<file path="src/rtl/keypad_pkg.sv">
// Shared types and constants for the 4x4 matrix keypad scanner.
package keypad_pkg;

  // Debounce FSM states
  typedef enum logic [1:0] {
    ST_IDLE            = 2'd0,
    ST_CONFIRM_PRESS   = 2'd1,
    ST_PRESSED         = 2'd2,
    ST_CONFIRM_RELEASE = 2'd3
  } state_e;

  // Columns are active low; column 0 is driven first after reset
  localparam logic [3:0] COL_RESET = 4'b1110;

  // Rows are active low with pull-ups, so "nothing pressed" reads all ones
  localparam logic [3:0] ROW_IDLE = 4'b1111;

  // Code reported alongside cand_ok=0 (no key, or an ambiguous multi-press)
  localparam logic [3:0] CODE_NONE = 4'h0;

  // Key legend indexed [row][col], matching the Pmod KYPD silkscreen
  localparam logic [3:0] KEY_CODE [4][4] = '{
    '{4'h1, 4'h2, 4'h3, 4'hA},
    '{4'h4, 4'h5, 4'h6, 4'hB},
    '{4'h7, 4'h8, 4'h9, 4'hC},
    '{4'h0, 4'hF, 4'hE, 4'hD}
  };

  // Position of switch (c,r) inside the 16-bit press snapshot
  function automatic logic [3:0] snap_idx(input logic [1:0] c, input logic [1:0] r);
    return {c, r};
  endfunction

endpackage

</file>
<file path="src/rtl/keypad_decode.sv">
// Turns one committed 16-bit press snapshot into a single-key candidate.
// Anything other than exactly one closed switch (idle pad, multi-press,
// ghosting) is reported as "no candidate".
module keypad_decode
  import keypad_pkg::*;
(
  input  logic [15:0] snap_i,
  output logic        cand_ok_o,
  output logic [3:0]  cand_o
);

  logic [4:0] hits;
  logic [3:0] hit_code;

  // Count closed switches and remember the legend of the last one found
  always_comb begin
    hits     = '0;
    hit_code = CODE_NONE;
    for (int c = 0; c < 4; c++) begin
      for (int r = 0; r < 4; r++) begin
        if (snap_i[snap_idx(2'(c), 2'(r))]) begin
          hits     = hits + 5'd1;
          hit_code = KEY_CODE[r][c];
        end
      end
    end
  end

  // Only an unambiguous single press produces a candidate
  always_comb begin
    cand_ok_o = 1'b0;
    cand_o    = CODE_NONE;
    if (hits == 5'd1) begin
      cand_ok_o = 1'b1;
      cand_o    = hit_code;
    end
  end

endmodule

</file>
<file path="src/rtl/keypad_scanner.sv">
// Column-scanning driver for a 4x4 matrix keypad with scan-level debounce.
// One column is pulled low at a time; rows are read back through a
// synchronizer at the end of each column's dwell, assembled into a full-pad
// snapshot, and the snapshot is debounced over whole scans before a key
// press or release is accepted.
module keypad_scanner
  import keypad_pkg::*;
#(
  parameter int SCAN_CYCLES    = 100_000,
  parameter int DEBOUNCE_SCANS = 4
) (
  input  logic       clk,
  input  logic       rst_n,
  input  logic [3:0] row,
  output logic [3:0] col,
  output logic [3:0] key_code,
  output logic       key_valid,
  output logic       key_held
);

  localparam int DW_W  = $clog2(SCAN_CYCLES);
  // The confirm counter only ever holds 1..DEBOUNCE_SCANS-1; reaching the
  // threshold leaves the confirm state instead of being stored.
  localparam int CNT_W = (DEBOUNCE_SCANS > 1) ? $clog2(DEBOUNCE_SCANS) : 1;

  localparam logic [DW_W-1:0]  DWELL_LAST = DW_W'(SCAN_CYCLES - 1);
  localparam logic [CNT_W-1:0] CNT_LAST   = CNT_W'(DEBOUNCE_SCANS - 1);

  // Row synchronizer
  logic [3:0]      row_meta_q;
  logic [3:0]      row_sync_q;

  // Scan timing and snapshot assembly
  logic [DW_W-1:0] dwell_q,   dwell_d;
  logic [1:0]      col_idx_q, col_idx_d;
  logic [3:0]      col_q,     col_d;
  logic [15:0]     acc_q,     acc_d;
  logic [15:0]     snap_q,    snap_d;
  logic            commit_q,  commit_d;

  // Decoded candidate for the most recently committed scan
  logic            cand_ok;
  logic [3:0]      cand;

  // Debounce FSM state and registered outputs
  state_e          state_q;
  logic [3:0]      cand_q;
  logic [CNT_W-1:0] cnt_q;
  logic [3:0]      key_code_q;
  logic            key_valid_q;
  logic            key_held_q;

  logic            last_dwell;
  logic            same_cand;
  logic            same_key;

  assign last_dwell = (dwell_q == DWELL_LAST);

  // Two-stage synchronizer: the rows are driven by mechanical switches
  always_ff @(posedge clk or negedge rst_n) begin
    if (!rst_n) begin
      row_meta_q <= ROW_IDLE;
      row_sync_q <= ROW_IDLE;
    end else begin
      row_meta_q <= row;
      row_sync_q <= row_meta_q;
    end
  end

  // Next-state for dwell counter, column rotation and snapshot capture.
  // Rows are read on the last dwell cycle so the column has had the whole
  // dwell plus the synchronizer delay to settle.
  always_comb begin
    dwell_d   = dwell_q + DW_W'(1);
    col_idx_d = col_idx_q;
    col_d     = col_q;
    acc_d     = acc_q;
    snap_d    = snap_q;
    commit_d  = 1'b0;
    if (last_dwell) begin
      dwell_d   = '0;
      col_idx_d = col_idx_q + 2'd1;
      col_d     = {col_q[2:0], col_q[3]};
      acc_d[{col_idx_q, 2'b00} +: 4] = ~row_sync_q;
      if (col_idx_q == 2'd3) begin
        snap_d   = acc_d;
        commit_d = 1'b1;
      end
    end
  end

  // Scan state registers
  always_ff @(posedge clk or negedge rst_n) begin
    if (!rst_n) begin
      dwell_q   <= '0;
      col_idx_q <= 2'd0;
      col_q     <= COL_RESET;
      acc_q     <= '0;
      snap_q    <= '0;
      commit_q  <= 1'b0;
    end else begin
      dwell_q   <= dwell_d;
      col_idx_q <= col_idx_d;
      col_q     <= col_d;
      acc_q     <= acc_d;
      snap_q    <= snap_d;
      commit_q  <= commit_d;
    end
  end

  keypad_decode u_decode (
    .snap_i    (snap_q),
    .cand_ok_o (cand_ok),
    .cand_o    (cand)
  );

  assign same_cand = cand_ok && (cand == cand_q);
  assign same_key  = cand_ok && (cand == key_code_q);

  // Debounce FSM: moves only on the cycle after a full-scan commit
  always_ff @(posedge clk or negedge rst_n) begin
    if (!rst_n) begin
      state_q     <= ST_IDLE;
      cand_q      <= CODE_NONE;
      cnt_q       <= '0;
      key_code_q  <= 4'h0;
      key_valid_q <= 1'b0;
      key_held_q  <= 1'b0;
    end else begin
      key_valid_q <= 1'b0;
      if (commit_q) begin
        unique case (state_q)
          ST_IDLE: begin
            if (cand_ok) begin
              cand_q <= cand;
              if (DEBOUNCE_SCANS == 1) begin
                state_q     <= ST_PRESSED;
                key_code_q  <= cand;
                key_valid_q <= 1'b1;
                key_held_q  <= 1'b1;
                cnt_q       <= '0;
              end else begin
                state_q <= ST_CONFIRM_PRESS;
                cnt_q   <= CNT_W'(1);
              end
            end
          end

          ST_CONFIRM_PRESS: begin
            if (same_cand) begin
              if (cnt_q == CNT_LAST) begin
                state_q     <= ST_PRESSED;
                key_code_q  <= cand_q;
                key_valid_q <= 1'b1;
                key_held_q  <= 1'b1;
                cnt_q       <= '0;
              end else begin
                cnt_q <= cnt_q + CNT_W'(1);
              end
            end else begin
              state_q <= ST_IDLE;
              cnt_q   <= '0;
            end
          end

          ST_PRESSED: begin
            // A second key joining in decodes as no-candidate, which starts
            // a release; this is what blocks rollover from emitting a press.
            if (!same_key) begin
              if (DEBOUNCE_SCANS == 1) begin
                state_q    <= ST_IDLE;
                key_held_q <= 1'b0;
                cnt_q      <= '0;
              end else begin
                state_q <= ST_CONFIRM_RELEASE;
                cnt_q   <= CNT_W'(1);
              end
            end
          end

          ST_CONFIRM_RELEASE: begin
            if (same_key) begin
              state_q <= ST_PRESSED;
              cnt_q   <= '0;
            end else if (cnt_q == CNT_LAST) begin
              state_q    <= ST_IDLE;
              key_held_q <= 1'b0;
              cnt_q      <= '0;
            end else begin
              cnt_q <= cnt_q + CNT_W'(1);
            end
          end

          default: begin
            state_q <= ST_IDLE;
            cnt_q   <= '0;
          end
        endcase
      end
    end
  end

  assign col       = col_q;
  assign key_code  = key_code_q;
  assign key_valid = key_valid_q;
  assign key_held  = key_held_q;

endmodule

</file>
<file path="config.mk">
export PLATFORM = sky130hd
export DESIGN_NAME = keypad_scanner
export DESIGN_NICKNAME = d
export VERILOG_FILES = /design/src/rtl/keypad_pkg.sv /design/src/rtl/keypad_decode.sv /design/src/rtl/keypad_scanner.sv
export SDC_FILE = /design/constraint.sdc
export NUM_CORES = 1
export LEC_CHECK = 0
export BUFFER_PORTS_ARGS = -buffer_cell sky130_fd_sc_hd__buf_4
export CAP_MARGIN = 20
export CORE_ASPECT_RATIO = 1.4
export CORE_UTILIZATION = 40
export DETAILED_ROUTE_END_ITERATION = 6
export PLACE_DENSITY = 0.62
export SLEW_MARGIN = 20
export SYNTH_ARGS = -nofsm -noshare
export SYNTH_HDL_FRONTEND = slang
export SYNTH_SLANG_ARGS = --single-unit
</file>
<file path="constraint.sdc">
create_clock -name clk -period 13 [get_ports clk]
set_clock_uncertainty 0.2 [all_clocks]
set_input_delay 0.65 -clock clk [delete_from_list [all_inputs] [get_ports clk]]
set_output_delay 0.65 -clock clk [all_outputs]
set_load 0.005 [all_outputs]
</file>
# Word level (Yosys, flattened, before mapping)
# Index checks and enable logic that the tools add are counted.
# word_totals
ff_bits	78
inputBits	6
out_inout_bits	10
wordCells	122
# op_classes
n_addsub	19
n_eq_ne	17
shifts	2
n_mux	59
n_bitwise	1
reduce_logical	10
# op_table
op	n
two-way mux 5 bit	15
adder 5 x 1 -> 5 bit (second input constant)	14
two-way mux 4 bit	11
two-way mux 2 bit	10
adder 17 x 1 -> 17 bit (second input constant)	1
== test 17 bit (second input constant)	1
two-way mux 17 bit	1
bitwise mux 16 bit	1
case mux 2 bit (4 select lines)	2
variable shift 4 x 6 -> 16 bit (first input constant)	1
indexed part select 4 x 6 -> 16 bit	1
two-way mux 3 bit	5
two-way mux 1 bit	13
!= test 2 bit (second input constant)	6
== test 2 bit (second input constant)	4
== test 4 bit	2
!= test 3 bit (second input constant)	2
negation 4 -> 6 bit	1
AND reduction 3 bit	2
AND reduction 6 bit	1
== test 5 x 1 -> 1 bit (second input constant)	1
AND reduction 5 bit	1
adder 2 x 1 -> 2 bit (second input constant)	2
inverter 4 bit	1
8 further kinds	9

# Longest topological paths before layout
# Gate-level depths: netlist of run 1.
# logic_depth
ltp_word	38
depth_mapped	47

# By module
# Synthesis of run 1 repeated with hierarchy kept, for this count alone.
# hier_totals
cells_unflattened	544
hier_area_um2	5198.7
# by_module_without_submodules
mod	n_inst	cells_per_inst	area_per_inst_um2
keypad_scanner	1	301	3234.4
keypad_decode	1	243	1964.4

# Least setup slack after synthesis of run 1
# Ideal clock, no wire load.
# synth_path
path_type	register -> register
startpoint	register snap_q[0]
endpoint	register key_code_q[0], in the netlist key_code[0]
arrival_ns	9.071
slack_ns	3.605
stages_incl_launch_ff	47
cell_sequence	dfrtp_1 inv_1 ha_1 xnor2_2 inv_1 ha_1 mux2_2 ha_1 mux2_2 ha_1 nand2_1 nand3_1 ha_1 nand2b_1 o21a_1 ha_1 mux2i_1 a41o_1 (+11 left out) nor2_1 nor2_1 ha_1 nand2_1 o31ai_1 ha_1 mux2i_1 inv_1 ha_1 nand2_1 o21ai_0 ha_1 o211ai_1 o21ai_1 nor4_2 nand3_1 nor3_4 mux2_2
# synth_via
elab_chain_len	36
elab_cells_between_ends	53
classes_between	add/sub (15); eq/ne (2); mux (34); reduce/logical (2)
# synth_rtl
element	line_no	rtl
start, declared	keypad_scanner.sv:38	logic [15:0] snap_q, snap_d;
start signal, assigned	keypad_scanner.sv:106	snap_q <= snap_d;
two-way mux 1 bit	keypad_decode.sv:21	if (snap_i[snap_idx(2'(c), 2'(r))]) begin
adder 1 x 1 -> 2 bit	keypad_decode.sv:22	hits = hits + 5'd1;
two-way mux 5 bit	keypad_decode.sv:21	
adder 5 x 1 -> 5 bit	keypad_decode.sv:22	
two-way mux 5 bit	keypad_decode.sv:21	
adder 5 x 1 -> 5 bit	keypad_decode.sv:22	
two-way mux 5 bit	keypad_decode.sv:21	
adder 5 x 1 -> 5 bit	keypad_decode.sv:22	
(+20 left out)	--	
two-way mux 5 bit	keypad_decode.sv:21	
adder 5 x 1 -> 5 bit	keypad_decode.sv:22	
two-way mux 5 bit	keypad_decode.sv:21	
== test 5 x 1 -> 1 bit	keypad_decode.sv:33	if (hits == 5'd1) begin
two-way mux 4 bit	keypad_decode.sv:33	
== test 4 bit	keypad_scanner.sv:117	assign same_cand = cand_ok && (cand == cand_q);
logical AND 1 bit (*)	keypad_scanner.sv:117	
AND reduction 4 bit (no source line) (*)	--	
end signal, assigned	keypad_scanner.sv:138	key_code_q <= cand;
end signal, assigned	keypad_scanner.sv:153	key_code_q <= cand_q;
end, declared	keypad_scanner.sv:49	logic [3:0] key_code_q;
# Every way passes the cells marked *; elsewhere a longest branch is shown, timed or not.
# A chain may end at the register's enable or synchronous reset.

# Final worst setup path of run 1
# layout_path
startpoint	register snap_q[0]
endpoint	register key_code_q[3], in the netlist key_code[3]
# The elaborated chain is that of the path after synthesis.

==> flow_summary_export.csv, run 1 <==
group,metric,value,unit
outcome,outcome,"finished, final reports clean",
synthesis,ys_warn_count,0,
synthesis,synth-edff-count,0,
cts,cts_tree,"done",
cells_and_area,nNetsFinal,575,
synthesis,synth-async-reset-ratio,100,%
min_path,min_path_cells,0,
routing,drtAntennaViolNets,0,
die,start_util,40.9,%
synthesis,synth-main-ff-cell,"dfrtp_1",
synthesis,ys_seq_elements,74,
cells_and_area,drive_above_1_share,13.1,%
global_route,grt_pass1_vias,3727,
worst_setup_path,crit_family,"adder cells",
worst_setup_path,end_kind,"register",
die,dieArea,13000,µm²
sta,setup_tns,0,ns
worst_setup_path,rrSetupSlack,2.62,ns
power_and_ir_drop,powerDensity,87.4,nW/µm²
min_path,hold_start,"row_meta_q[0]",
worst_setup_path,reg2reg_to,"key_code[3]",
synthesis,syn-mean-instance-area,9.26,µm²
cts,post_cts_resized,0,
synthesis,syn_nets,570,
min_path,hold-path-endpoint,"row_sync_q[0]",
worst_setup_path,r2r-start,"snap_q[0]",
sta,fin_ws,2.62,ns
global_route,grtUsageTotal,15.8,%
sta,maxSlewHeadroom,39.5,%
worst_setup_path,slowest_delay,0.45,ns
routing,drt_iter0_markers,119,
cts,cts_buffers,9,
place,port_buffers,15,
die,die_w,96.6,µm
routing,routed_wl,9.77,mm
global_route,grt_max_degree,75,
global_route,antenna_found_initial,0,
min_path,hold_class,"reg2reg",
sta,rsz0062_at_grt,"no",
routing,drt-vias-per-instance,5.33,
die,ios,16,
worst_setup_path,critical_path_buf_inv_count,4,
synthesis,synth_cell_types,71,
routing,via_count,3736,
routing,firstDrtPassIters,4,
worst_setup_path,cp_common_cell,"ha_1",
die,die_h,134,µm
place,dp_hpwl,7.30,mm
flow_run,maxCapViolations,0,
cts,hold_buffers,0,
sta,min_period_over_period,79.8,%
synthesis,postSynthCellCount,541,
cells_and_area,antenna_cells,0,
cts,htree_levels,3,
worst_setup_path,crit_cells,46,
sta,setup_viol,0,
worst_setup_path,cp.required,13.02,ns
power_and_ir_drop,p_total,483,µW
sta,hold_viol_final,0,
worst_setup_path,crit_fanout,6,
routing,wire_per_inst,13.9,µm
synthesis,ys_seq_area_share,37.2,%
cts,root_buffer,"clkbuf_16",
cts,clock_path_buffers,2,
sta,period_minus_slack,10.38,ns
worst_setup_path,crit_arrival,10.40,ns
place,place.gp.congestion,0.823,
cts,clk_pin_slew,0.06,ns
worst_setup_path,path_class,"reg2reg",
routing,drc_errors,0,
global_route,grt_overflow,0,
sta,fmax,0.0963,GHz
cts,cts.sinks,74,
synthesis,syn_area,5010,µm²
worst_setup_path,crit_path_start_kind,"register",
worst_setup_path,worstRegToRegCells,46,
place,dp_slack,2.62,ns
global_route,grt_first_pass_wirelength,16.9,mm
sta,worstMarginPinSlew,0.907,ns
cts,clk_latency,0.33,ns
power_and_ir_drop,ir_worst_vdd,0.0801,mV
power_and_ir_drop,power_leakage,0.00253,µW
cts,post_cts_buffers,0,
die,row_count,48,
sta,slew_violations,0,
cells_and_area,syn2layout_area_growth,10.3,%
die,design.core.area,12300,µm²
worst_setup_path,crit_slowest_cell,"nor4_2",
worst register-to-register path: cells and delay by family (launching register included):
family | cells | cell delay [ns]
buffers and inverters | 4 | 0.30
muxes | 5 | 1.34
adders and majority gates | 14 | 4.24
AOI/OAI and AO/OA | 10 | 1.48
and+or+nand+nor | 12 | 1.96
xor gates and xnor gates | 1 | 0.37
DFF | 1 | 0.37
cell type report:
| class | instances | area (µm²) |
|---|---|---|
| Fill cell | 1221 | 6720 |
| Multi-Input combinational cell | 419 | 2960 |
| Sequential cell | 74 | 1870 |
| Clock buffer | 12 | 246 |
| Tap cell | 150 | 188 |
| Timing Repair Buffer | 15 | 113 |
| Inverter | 27 | 101 |
| Clock inverter | 4 | 51.3 |
through the flow:
step	instance area, µm²	instances	utilization, %	hold WS, ns
after floorplan	5010	541	-	0.145
after global placement	5230	685	42.7	0.146
after detailed placement	5230	685	42.7	0.147
after CTS	5530	701	45.1	0.154
after global routing	5530	701	45.1	0.158
final	5530	701	45.1	0.154
registers in the layout, indices dropped and copies added (netlist names):
register,count
col,4
dwell_q,17
key_code,4
cnt_q,2
row_sync_q,4
cand_q,4
key_held,1
snap_q,16
col_idx_q,2
acc_q,12
row_meta_q,4
commit_q,1
state_q,2
key_valid,1
where the power goes:
group	leakage [µW]	switching, µW	internal, µW
Combinational	0.00141	4.56	1.24
Sequential	0.000981	1.44	233
Clock	0.000143	89.3	154
Total	0.00253	95.3	388
synthesized netlist by cell type, drive strengths merged (9+ instances only):
| library cell | instances | area, µm² |
|---|---|---|
| o21ai | 27 | 135 |
| dfrtp | 63 | 1580 |
| dfstp | 11 | 289 |
| clkbuf | 16 | 60.1 |
| a21oi | 23 | 115 |
| nor2 | 53 | 199 |
| xor2 | 24 | 225 |
| nand3 | 22 | 115 |
| inv | 27 | 101 |
| nor3 | 16 | 91.3 |
| xnor2 | 39 | 394 |
| mux2 | 9 | 101 |
| ha | 23 | 288 |
| nand2 | 61 | 229 |
cell families (layout without fill, tap and decap cells):
kind of cell / Yosys count / count (layout) / share of synthesized area [%]
AND/OR/NAND/NOR: 207 / 207 / 20.4
AO/OA/AOI/OAI: 104 / 104 / 14.2
flip-flops: 74 / 74 / 37.2
XOR/XNOR: 70 / 70 / 15.6
buffers and inverters: 48 / 58 / 3.67
adder cells (fa/ha/maj): 23 / 23 / 5.74
multiplexers: 15 / 15 / 3.30
per-layer routing:
| metal | global-route usage [%] | part of all wire [%] |
|---|---|---|
| met3 | 2.64 | 1.5 |
| met2 | 28.7 | 53 |
| met5 | 0 | 0 |
| met4 | 6.30 | 1.4 |
| met1 | 18.4 | 44 |
layout by cell type, fill, tap and decap left out, types with 3 or more instances in the layout:
cell and count:
nor3_1 15, clkbuf_16 9, xnor3_1 5, mux2_2 8, or2_2 4, xor2_1 22, and3_1 7, dfstp_2 11
a21o_1 7, nand2_1 61, o21ai_0 24, o31ai_1 6, xnor2_1 35, a31oi_1 3, nand4_1 7, and2_1 5
o21ai_1 3, nor2b_1 5, nor4_1 6, inv_1 26, mux2i_1 5, buf_4 15, o22ai_1 6, nand2b_1 4
nand3b_1 3, a21oi_1 23, a22o_1 6, nor2_1 53, dfrtp_1 63, nand3_1 21, ha_1 23
how the worst max path moves through the flow:
stage | start | to | slack, ns
global placement | snap_q[0] | key_code[3] | 3.10
detailed placement | snap_q[1] | key_code[3] | 2.62
CTS | snap_q[1] | key_code[3] | 2.58
global route | snap_q[0] | key_code[3] | 1.90
floorplan | snap_q[0] | key_code[0] | 3.60
finish | snap_q[0] | key_code[3] | 2.62
(Power assumes the default switching activity.)
==> run 2, diff against run 1 <==
--- a/config.mk
+++ b/config.mk
@@ -5,6 +5,7 @@
 export SDC_FILE = /design/constraint.sdc
 export NUM_CORES = 1
 export LEC_CHECK = 0
+export ABC_AREA = 1
 export BUFFER_PORTS_ARGS = -buffer_cell sky130_fd_sc_hd__buf_4
 export CAP_MARGIN = 20
 export CORE_ASPECT_RATIO = 1.4
==> constraint.sdc (replaced) <==
create_clock -name clk -period 10 [get_ports clk]
set_clock_uncertainty 0.2 [all_clocks]
set_input_delay 0.5 -clock clk [delete_from_list [all_inputs] [get_ports clk]]
set_output_delay 0.5 -clock clk [all_outputs]
set_load 0.005 [all_outputs]
==> run 2 against run 1 <==
Via count is 24% higher. Routed wire length is 3.9% higher. Synthesized area is 9.7% higher. Final area is 10% higher. Critical endpoint is now state_q[1]. Final cell count is 44% higher. Sequential share of layout area is 3.1 points lower. Non-clock buffer count is 1 higher. Register-to-register slack worse by 1.6 ns. Clock-buffer cell count is 1 lower. Critical path type unchanged. Synthesized cell count is 49% higher. Flip-flop and latch count stayed put. Global-route usage is 0.13 points lower.
==> flow_summary_export.csv, run 2 <==
group,metric,value,unit
outcome,outcome,"finished, final reports clean",
sta,period_minus_slack,9.01,ns
synthesis,syn-mean-instance-area,6.83,µm²
die,design.core.area,13400,µm²
cells_and_area,finalInstanceArea,6090,µm²
synthesis,synthTopCellsByArea,"dfrtp_1 29%, nand2_1 14%, inv_1 12%",
routing,via_count,4649,
sta,worstMarginPinSlew,0.930,ns
worst_setup_path,crit_slowest_cell,"dfrtp_1",
power_and_ir_drop,power_leakage,0.00362,µW
synthesis,postSynthCellCount,805,
synthesis,synth-async-reset-ratio,100,%
global_route,grtUsageTotal,15.6,%
cells_and_area,syn2layout_area_growth,10.6,%
synthesis,ys_seq_area_share,33.9,%
global_route,grt_max_degree,75,
worst_setup_path,crit_path_start_kind,"register",
worst_setup_path,cp_common_cell,"nand2_1",
routing,firstDrtPassIters,4,
cells_and_area,largest_register_ffs,17,
cts,cts_buffers,9,
synthesis,synth_commonest_cells,"201 x nand2_1, 172 x inv_1, 63 x dfrtp_1, 59 x nor2_1, 50 x nand2_2",
sta,hold_viol_final,0,
place,port_buffers,15,
global_route,grt_pass1_vias,4386,
die,die_h,141,µm
place,dp_hpwl,7.92,mm
sta,fmax,0.111,GHz
cts,clock_path_buffers,2,
routing,drtAntennaViolNets,0,
sta,setup_viol,0,
global_route,grt_overflow,0,
worst_setup_path,slowest_delay,0.39,ns
cells_and_area,reg_top3,"dwell_q x17, snap_q x16, acc_q x12",
place,dpl_cell_area,5770,µm²
cts,root_buffer,"clkbuf_16",
global_route,grt_first_pass_wirelength,18.2,mm
routing,drt-vias-per-instance,4.62,
synthesis,synth.most_common_cell,"nand2_1",
cts,clk_pin_slew,0.06,ns
flow_run,maxCapViolations,0,
cts,cts_tree,"done",
cells_and_area,nNetsFinal,848,
sta,setup_tns,0,ns
cts,clk_latency,0.33,ns
routing,routed_wl,10.2,mm
die,die_w,101,µm
worst_setup_path,crit_arrival,9.04,ns
min_path,hold_class,"in2async",
die,ios,16,
synthesis,syn_nets,834,
cells_and_area,layout_common_cells,"201 x nand2_1, 172 x inv_1, 63 x dfrtp_1",
synthesis,synth-main-ff-cell,"dfrtp_1",
synthesis,ys_warn_count,0,
global_route,antenna_found_initial,0,
synthesis,synth_top_area_share,28.7,%
cts,htree_levels,3,
worst_setup_path,crit_fanout,14,
cells_and_area,drive_above_1_share,15.2,%
cts,post_cts_buffers,0,
power_and_ir_drop,ir_worst_vdd,0.105,mV
worst_setup_path,path_class,"reg2reg",
cts,hold_buffers,0,
cells_and_area,nFillCells,1423,
routing,drt_iter0_markers,139,
sta,hold_ws,0.0708,ns
sta,slew_violations,0,
cells_and_area,antenna_cells,0,
cells_and_area,top_register,"dwell_q",
sta,rsz0062_at_grt,"no",
die,row_count,50,
sta,maxSlewHeadroom,37.8,%
cts,post_cts_resized,0,
cts,cts.sinks,74,
synthesis,syn_area,5500,µm²
worst_setup_path,cp.required,10.03,ns
routing,wire_per_inst,10.1,µm
power_and_ir_drop,powerDensity,106,nW/µm²
die,start_util,41.1,%
sta,min_period_over_period,90.1,%
synthesis,synth_cell_types,41,
synthesis,synth-edff-count,0,
die,dieArea,14200,µm²
place,place.gp.congestion,0.803,
synthesis,yosysTopAreaCell,"dfrtp_1",
worst_setup_path,end_kind,"register",
synthesis,ys_seq_elements,74,
cells_and_area,final_common_cell,"nand2_1",
routing,drc_errors,0,
[run 2: logic make-up after synthesis]
| family | synth area share (%) |
|---|---|
| multiplexers | 1.48 |
| AND/OR/NAND/NOR | 36.6 |
| XOR/XNOR | 0.637 |
| adder cells (fa/ha/maj) | 5.23 |
| AO/OA/AOI/OAI | 8.37 |
| buffers and inverters | 13.7 |
| flip-flops | 33.9 |
[run 2: layout make-up]
| type | instances | area [µm²] | area share, % |
|---|---|---|---|
| flip-flops and latches | 74 | 1870 | 30.7 |
| repair buffers | 16 | 120 | 1.97 |
| clock buffers | 11 | 233 | 3.82 |
| inverters | 181 | 682 | 11.2 |
| clock inverters | 5 | 78.8 | 1.30 |
| multi-input cells | 537 | 2880 | 47.3 |
| well taps | 182 | 228 | 3.74 |
[run 2: path summary, 6_finish.rpt]
| path | start | endpoint | slack, ns | depth (start not counted) |
|---|---|---|---|---|
| max | snap_q[0] | state_q[1] | 0.99 | 60 |
| min | rst_n | key_valid | 0.07 | 1 |
| max reg2reg | snap_q[0] | state_q[1] | 0.99 | 60 |
| min reg2reg | row_meta_q[1] | row_sync_q[1] | 0.15 | 0 |
| max in group asynchronous | rst_n | acc_q[7] | 8.90 | 1 |
| min in group clk | row[1] | row_meta_q[1] | 0.07 | 1 |
[run 2: routing by layer]
layer | routed length [µm] | share of wire, % | up-vias | GRT usage [%]
li1 | - | - | 2525 | -
met1 | 4590 | 45 | 2087 | 17.8
met2 | 5260 | 52 | 29 | 29.1
met3 | 166 | 1.6 | 8 | 2.33
met4 | 133 | 1.3 | 0 | 5.42
met5 | 0 | 0 | - | 0
[run 2: per-stage QoR]
stage,power [µW],utilization (%),setup WS [ns],std cells
after CTS,655,45.5,0.946,1006
after global routing,667,45.5,0.268,1006
after detailed placement,317,43.1,0.981,990
final,648,45.5,0.988,1006
after floorplan,309,-,1.61,805
after global placement,317,43.1,1.14,990
[run 2: power by group]
part	switching [µW]	leakage [µW]	internal, µW
combinational	6.44	0.00248	1.76
sequential	0.645	0.000981	303
clock	118	0.000153	218
[run 2: worst max-delay path: cells and delay by family (launching register included)]
family / cells / cell delay (ns)
flip-flops: 1 / 0.39
AO/OA/AOI/OAI: 1 / 0.20
buffers and inverters: 5 / 0.34
adder cells (fa/ha/maj): 14 / 3.81
AND/OR/NAND/NOR: 40 / 3.97
==> run 3, diff against run 2 <==
--- a/config.mk
+++ b/config.mk
@@ -5,7 +5,7 @@
 export SDC_FILE = /design/constraint.sdc
 export NUM_CORES = 1
 export LEC_CHECK = 0
-export ABC_AREA = 1
+export ABC_AREA = 0
 export BUFFER_PORTS_ARGS = -buffer_cell sky130_fd_sc_hd__buf_4
 export CAP_MARGIN = 20
 export CORE_ASPECT_RATIO = 1.4
==> run 3 against run 2 <==
Combinational power down 6.1%. Routed wire length decreased by 1.7%. First-iteration DRC count shrank 26%. Sequential share of layout area rose by 2.0 points. Non-clock buffer count grew 10. Worst setup slack lost 0.55 ns. Sequential power about the same. Hold slack better by 0.0059 ns. Flip-flop and latch count unchanged. Critical path depth down 13. Via count shrank 18%. Highest routed layer unchanged.
==> flow_summary_export.csv, run 3 (synthesized netlist as in run 1, its figures left out) <==
group,metric,value,unit
cells_and_area,nFillCells,1190,
cts,cts_tree,"done",
sta,maxSlewHeadroom,37.6,%
global_route,grtUsageTotal,15.8,%
routing,drtAntennaViolNets,0,
worst_setup_path,end_kind,"register",
routing,firstDrtPassIters,4,
cts,htree_levels,3,
die,dieArea,13000,µm²
global_route,antenna_found_initial,0,
flow_run,maxCapViolations,0,
sta,slew_violations,0,
worst_setup_path,crit_path_start_kind,"register",
cells_and_area,top_register,"dwell_q",
outcome,outcome,"finished, final reports clean",
global_route,grt_pass1_vias,3746,
die,start_util,40.9,%
cts,root_buffer,"clkbuf_16",
place,port_buffers,15,
sta,fmax,0.105,GHz
cts,clock_path_buffers,2,
worst_setup_path,crit_slowest_cell,"nor4_2",
worst_setup_path,slowest_delay,0.41,ns
cells_and_area,antenna_cells,0,
power_and_ir_drop,powerDensity,106,nW/µm²
place,dp_hpwl,7.30,mm
sta,min_period_over_period,95.6,%
die,row_count,48,
sta,setup_viol,0,
worst_setup_path,critical_path_buf_inv_count,5,
global_route,grt_first_pass_wirelength,16.9,mm
place,dp.cells,687,
routing,drc_errors,0,
cells_and_area,utilization,46.7,%
worst_setup_path,crit_family,"adder cells",
sta,setup_tns,0,ns
sta,period_minus_slack,9.56,ns
routing,drt_iter0_markers,103,
worst_setup_path,cp_common_cell,"ha_1",
cells_and_area,largest_register_ffs,17,
cells_and_area,syn2layout_area_growth,14.2,%
cells_and_area,reg_top3,"dwell_q x17, snap_q x16, acc_q x12",
cts,clk_pin_slew,0.06,ns
place,place.gp.congestion,0.811,
cts,clk_latency,0.33,ns
die,design.core.area,12300,µm²
cells_and_area,finalInstanceArea,5720,µm²
cells_and_area,layout_common_cells,"62 x dfrtp_1, 60 x nand2_1, 51 x nor2_1",
power_and_ir_drop,power_leakage,0.00260,µW
cells_and_area,drive_above_1_share,18.5,%
routing,drt-vias-per-instance,5.38,
worst_setup_path,crit_arrival,9.58,ns
place,dpl_cell_area,5250,µm²
power_and_ir_drop,p_total,607,µW
routing,routed_wl,9.97,mm
routing,via_count,3829,
cells_and_area,stdcell_count,712,
cts,cts.sinks,74,
min_path,hold_class,"in2async",
global_route,grt_max_degree,75,
die,die_w,96.6,µm
cts,cts_buffers,9,
power_and_ir_drop,ir_worst_vdd,0.106,mV
worst_setup_path,cp.required,10.02,ns
die,ios,16,
worst_setup_path,path_class,"reg2reg",
global_route,grt_overflow,0,
sta,hold_viol_final,0,
sta,worstMarginPinSlew,0.936,ns
cells_and_area,final_common_cell,"dfrtp_1",
cells_and_area,nNetsFinal,586,
die,die_h,134,µm
routing,wire_per_inst,14.0,µm
worst_setup_path,crit_fanout,6,
-- run 3: changes by cell type in the layout (fill, tap and decap cells not counted), sizes merged, moves of 8 or more --
cell and change:
nand2 -192, xor2 +20, o21ai -16, nor2 -10, nor3 +8, xnor2 +39, nand3 -42, nand4 -8
inv -152, buf +10, mux2 +8
-- run 3: path summary, 6_finish.rpt --
check	cells past startpoint	slack, ns	startpoint	end
worst min-delay path	1	0.08	rst_n	dwell_q[13]
worst min register to register	0	0.15	row_meta_q[0]	row_sync_q[0]
worst max register to register	47	0.44	snap_q[1]	key_code[1]
max in group asynchronous	1	8.80	rst_n	snap_q[2]
worst max-delay path	47	0.44	snap_q[1]	key_code[1]
min in group clk	1	0.08	row[3]	row_meta_q[3]
-- run 3: layout make-up --
type | count | area [µm²] | area share (%)
Sequential cell | 74 | 1870 | 32.6
Tap cell | 150 | 188 | 3.28
Multi-Input combinational cell | 419 | 3090 | 54.1
Clock buffer | 13 | 260 | 4.55
Inverter | 27 | 101 | 1.77
Clock inverter | 3 | 15.0 | 0.262
Timing Repair Buffer | 26 | 199 | 3.48
-- run 3: metrics by stage --
stage | setup WS, ns | hold WS (ns)
after floorplan | 0.605 | 0.00441
after global placement | 0.271 | 0.146
final | 0.440 | 0.0767
after CTS | 0.0166 | 0.0641
after global routing | -0.101 | 0.0695
after detailed placement | -0.148 | 0.147
-- run 3: where the power goes --
| group | leakage (µW) | switching (µW) | total [µW] | internal (µW) |
|---|---|---|---|---|
| Combinational | 0.00148 | 6.09 | 7.70 | 1.61 |
| Sequential | 0.000980 | 1.93 | 305 | 303 |
| Clock | 0.000139 | 114 | 294 | 180 |
| Total | 0.00260 | 122 | 607 | 485 |
-- run 3: worst reg2reg max path, delay by kind of cell (launching register included) --
family          cells  cell delay [ns]
xor+xnor            1             0.13
simple gates       12             1.78
flops               1             0.40
compound gates     10             1.25
mux                 5             1.24
buf+inv             5             0.48
fa+ha+maj          14             4.00
-- run 3: routing by layer --
layer | vias up | track usage (%) | routed length, µm
met4 | 0 | 7.79 | 256
li1 | 1920 | - | -
met5 | - | 0 | 0
met2 | 37 | 29.5 | 5290
met3 | 20 | 1.71 | 137
met1 | 1852 | 17.9 | 4290
-- run 3: repair_timing --
item,in CTS,in global routing
setup endpoints to repair,11,14
setup buffers,1,8
gates resized for setup,1,30
pin swaps,2,11
hold buffers,0,0
cloned,0,0
